<file path="src/rtl/button_event_gen.sv">
// Turns a debounced button level into one-clock press/release/long-press/repeat
// events plus a held level. One instance per button.
module button_event_gen #(
  parameter int LONG_TICKS   = 1000,
  parameter int REPEAT_TICKS = 200,
  parameter int CNT_W        = 12
) (
  input  logic clk,
  input  logic reset,
  input  logic tick,
  input  logic btn,
  output logic press,
  output logic release_p,
  output logic long_press,
  output logic repeat_p,
  output logic held
);

  typedef enum logic [1:0] {IDLE, HELD, LONG} state_t;

  localparam logic [CNT_W-1:0] LONG_MAX = CNT_W'(LONG_TICKS - 1);
  localparam logic [CNT_W-1:0] REP_MAX  = CNT_W'(REPEAT_TICKS - 1);

  state_t           state;
  logic             btn_q;
  logic [CNT_W-1:0] cnt;
  logic             rise, fall;

  assign rise = btn & ~btn_q;
  assign fall = ~btn & btn_q;

  always_ff @(posedge clk or posedge reset) begin
    if (reset) begin
      state      <= IDLE;
      btn_q      <= 1'b0;
      cnt        <= '0;
      press      <= 1'b0;
      release_p  <= 1'b0;
      long_press <= 1'b0;
      repeat_p   <= 1'b0;
      held       <= 1'b0;
    end else begin
      btn_q      <= btn;
      press      <= 1'b0;
      release_p  <= 1'b0;
      long_press <= 1'b0;
      repeat_p   <= 1'b0;
      case (state)
        IDLE: begin
          cnt <= '0;
          // A tick landing on the rise cycle is deliberately not counted.
          if (rise) begin
            state <= HELD;
            press <= 1'b1;
            held  <= 1'b1;
          end
        end
        HELD, LONG: begin
          // Release takes priority over any threshold tick in the same cycle.
          if (fall) begin
            state     <= IDLE;
            release_p <= 1'b1;
            held      <= 1'b0;
            cnt       <= '0;
          end else if (tick) begin
            if (state == HELD) begin
              if (cnt == LONG_MAX) begin
                state      <= LONG;
                long_press <= 1'b1;
                cnt        <= '0;
              end else begin
                cnt <= cnt + 1'b1;
              end
            end else begin
              if (cnt == REP_MAX) begin
                repeat_p <= 1'b1;
                cnt      <= '0;
              end else begin
                cnt <= cnt + 1'b1;
              end
            end
          end
        end
        default: begin
          state <= IDLE;
          cnt   <= '0;
          held  <= 1'b0;
        end
      endcase
    end
  end

endmodule

</file>
<file path="config.mk">
export PLATFORM = sky130hd
export DESIGN_NAME = button_event_gen
export DESIGN_NICKNAME = d
export VERILOG_FILES = /design/src/rtl/button_event_gen.sv
export SDC_FILE = /design/constraint.sdc
export NUM_CORES = 1
export LEC_CHECK = 0
export CAP_MARGIN = 20
export CORE_MARGIN = 5
export CORE_UTILIZATION = 50
export DETAILED_ROUTE_END_ITERATION = 7
export PLACE_DENSITY_LB_ADDON = 0.1
export SLEW_MARGIN = 20
export SYNTH_ARGS = -nofsm -noshare
export SYNTH_HDL_FRONTEND = slang
export SYNTH_SLANG_ARGS = --single-unit
</file>
<file path="constraint.sdc">
create_clock -name clk -period 1.65 [get_ports clk]
set_input_delay 0.165 -clock clk [delete_from_list [all_inputs] [get_ports clk]]
set_output_delay 0.165 -clock clk [all_outputs]
set_load 0.02 [all_outputs]
</file>
==> flow_results.org <==
** Clock tree
- Cell at the root of the clock tree :: sky130_fd_sc_hd__clkbuf_4
- Post-CTS clock slew at the launch and capture registers of the worst setup and hold paths :: ~120 ps
- Clk Latency, worst-skew pair :: 300 ps
- In this run the number of H-tree levels came out at 1.
- TritonCTS built the clock tree.
- The number of hold buffers added after CTS was 0.
- Clock sink count :: 20
- CTS Buf Count :: 3
- No sink is reached through more buffers than the 2 on the longest clock path.

** Job
- The tool flagged a number of max-cap violations equal to 0.

** Floorplan
- Area enclosed by the die boundary :: around 3200 um^2
- In this run the core area contains 17 standard-cell rows.
- The die is 56.82 um wide.
- Die boundary height :: 56.82 um
- After floorplanning, the core was sized to cover ~2100 um^2.
- Starting utilization of the core area :: about half
- During I/O placement, the number of pins put on the boundary was 9.

** Power and ir drop
- Internal power comes to roughly 960 uW.
- Sw power :: 494.7 uW
- The worst-case IR drop observed on VDD is 0.9032 mV.
- Portion of total power attributed to the clock network :: 20.0%
- Total power :: roughly 1500 uW
- Power density over the cells :: between 900 and 1000 nW/um^2
- Combinational logic is responsible for between 40% and 50% of the overall power.
- Reg power frac :: ~39%
- Leakage power :: a little under 0.0007 uW
- Net switching is 33.99% of the power.

** Synthesis
- After synthesis the netlist holds a flip-flop and latch count of 20.
- Share of synthesized registers carrying an async set or reset :: 100.0%
- EDFF count, synth :: 0
- Number of distinct library cells after synthesis :: 32
- In this run the mean area of a mapped cell was about 9 um^2.
- Counting every instance in the synthesized netlist gives 123.
- Post-synthesis instance area :: roughly 1100 um^2
- Leading register cell type out of synthesis :: sky130_fd_sc_hd__dfrtp_1
- Mapped Nets :: 130
- Seq/Total Area, Yosys :: 45.66%
- Yosys warning total :: 0

** Detailed routing
- For this run, design rule violations remaining after detail routing come to 0.
- Dividing the detail-routed via count by the number of cells gives between 5 and 6.
- Once detail routing completed, the nets flagged for antenna violations numbered 0.
- After detailed routing, the total wire length is 3019 um.
- The routed layout has ~1.1k vias.
- Drt pass-1 iters :: 4
- Average wire per cell in the routed design :: approximately 16 um
- Initial DRC Count :: 38

** Global route
- Global-route wire length before repair :: approximately 5000 um
- Via count of the first global-routing pass :: about 1.1k
- Global routing finished with a remaining overflow of 0.
- Entering global routing, the biggest net connects 13 pins.
- In the global route stage, overall resource usage came out at about a fifth.
- Number of antenna violations at the first check in global routing :: 0

** Place
- Instance count after placement with tap cells included :: between 150 and 200
- Global placement routability congestion :: roughly 0.87
- HPWL reported at the end of detailed placement :: a little over 2000 um
- The count of buffers added on input and output ports is 8.
- DP Worst Slack :: -197.6 ps

** Worst setup path
- Required time of the critical path :: about 1900 ps
- Crit path capture type :: flop
- Data arrival time of the worst path :: ~2000 ps
- The worst setup path is launched from a flop.
- Maximum fanout along the worst path :: 5
- WS Path Type :: reg -> reg

** STA
- Dividing the final minimum period by the clock period gives 109.9%.
- Relative max-transition margin :: 72.92%
- The number of max-slew violations in the final report came to 0.
- Setup slack on the critical path of the routed design comes to -162.9 ps.
- Setup repair after global routing could not meet its margin everywhere.
- After routing, the total negative slack on setup checks comes to -1171 ps.
- Count of endpoints failing hold in the final timing report :: 0
- Achievable frequency :: approximately 0.55 GHz
- Clock period minus final worst setup slack :: about 1800 ps
- Worst-margin pin slew :: 405.8 ps
- Setup Viol. Count Final :: 11
- Clock skew on the completed layout was measured at 0.9895 ps.

** Status
- Violated checks :: negative setup slack
- Outcome :: finished, violations left

** Final layout
- Nets :: between 150 and 200
- Layout overhead on the synthesized area :: 44.98%
- The number of antenna diodes in the final layout is 0.
- Commonest non-fill, non-tap cells in the layout :: sky130_fd_sc_hd__buf_4 (26), sky130_fd_sc_hd__nand2_1 (20), sky130_fd_sc_hd__dfrtp_1 (20)
- Leading cell type in the layout, fill and taps excluded :: sky130_fd_sc_hd__buf_4
- Number of filler instances in the final layout :: around 160
- Leaving out filler cells and counting taps, the final layout contains between 150 and 200.
- Share of final-layout standard cells stronger than drive strength 1 :: ~31%

** Worst hold path
- Worst hold path type :: in -> async
==> repair_timing <==
action,4_1_cts,5_1_grt
buffers inserted,3,3
endpoints found under the setup margin,16,16
gates resized for setup,10,7
cloned,1,1
pin swaps,9,7
==> cell usage after synthesis, drive strengths merged, types with 2 or more instances <==
master  count  area (um^2)
a31oi       2        12.51
clkbuf      2        7.510
dfrtp      20        500.5
ha          3        37.54
inv         8        30.03
nand2      22        82.58
nand2b      4        25.02
nand3      10        50.05
nand3b      4        30.03
nand4       7        43.79
nor2        9        33.78
nor3        4        20.02
o211ai      2        15.01
o21ai       4        20.02
or4         7        57.56
==> worst max-delay path, stage by stage (launching register included) <==
cell and delay [ps]:
sky130_fd_sc_hd__dfrtp_1 440, sky130_fd_sc_hd__ha_4 180, sky130_fd_sc_hd__or4_4 450, sky130_fd_sc_hd__a211o_4 380, sky130_fd_sc_hd__a32o_1 260
==> stage by stage <==
step	hold slack (ps)	instance area, um^2	util [%]
after floorplan	128.8	1099	-
after global placement	468.2	1388	64.59
after detailed placement	469.4	1388	64.59
after CTS	126.4	1520	70.76
after global routing	168.6	1589	73.97
final	131.4	1589	73.97
==> worst paths after layout <==
kind / depth (start not counted) / slack, ps / to / start
setup / recovery: 4 / -160 / cnt[1] / state[0]
hold / removal: 2 / 130 / long_press / reset
setup reg to reg: 4 / -160 / cnt[1] / state[0]
hold reg to reg: 2 / 530 / held / held
max in group asynchronous: 3 / 1120 / cnt[1] / reset
min in group clk: 2 / 450 / btn_q / btn
==> registers in the layout (all words and copies together), names as in the netlist <==
signal      flops
btn_q           1
repeat_p        1
press           1
long_press      1
state           2
release_p       1
held            1
cnt            12
==> logic make-up after synthesis <==
group	Yosys count	synth area share, %
compound gates	16	10.05
buf+inv	11	4.452
flops	20	45.66
fa+ha+maj	3	3.425
simple gates	72	35.50
mux	1	0.9133
==> metal layers <==
layer,track usage (%),vias up,share of wire (%)
li1,-,529,-
met1,23.90,544,43
met2,34.82,26,53
met3,2.989,2,3.6
met4,8.278,0,0.66
met5,0,-,0
==> area by class of cell <==
| cell class | instances | area (um^2) | area share [%] |
|---|---|---|---|
| inverter | 8 | 32.53 | 2.047 |
| multi-input combinational | 93 | 621.8 | 39.13 |
| clock buffer | 4 | 36.28 | 2.283 |
| timing repair buffer | 39 | 362.8 | 22.83 |
| tap | 28 | 35.03 | 2.205 |
| sequential | 20 | 500.5 | 31.50 |
==> power groups by stage <==
stage,clock (uW),combinational [uW],sequential (uW)
2_1_floorplan,0,207,586
3_3_place_gp,0,405,562
3_5_place_dp,0,425,567
4_1_cts,300,534,562
5_1_grt,320,644,568
6_report,291,601,563
(Power assumes the default switching activity.)
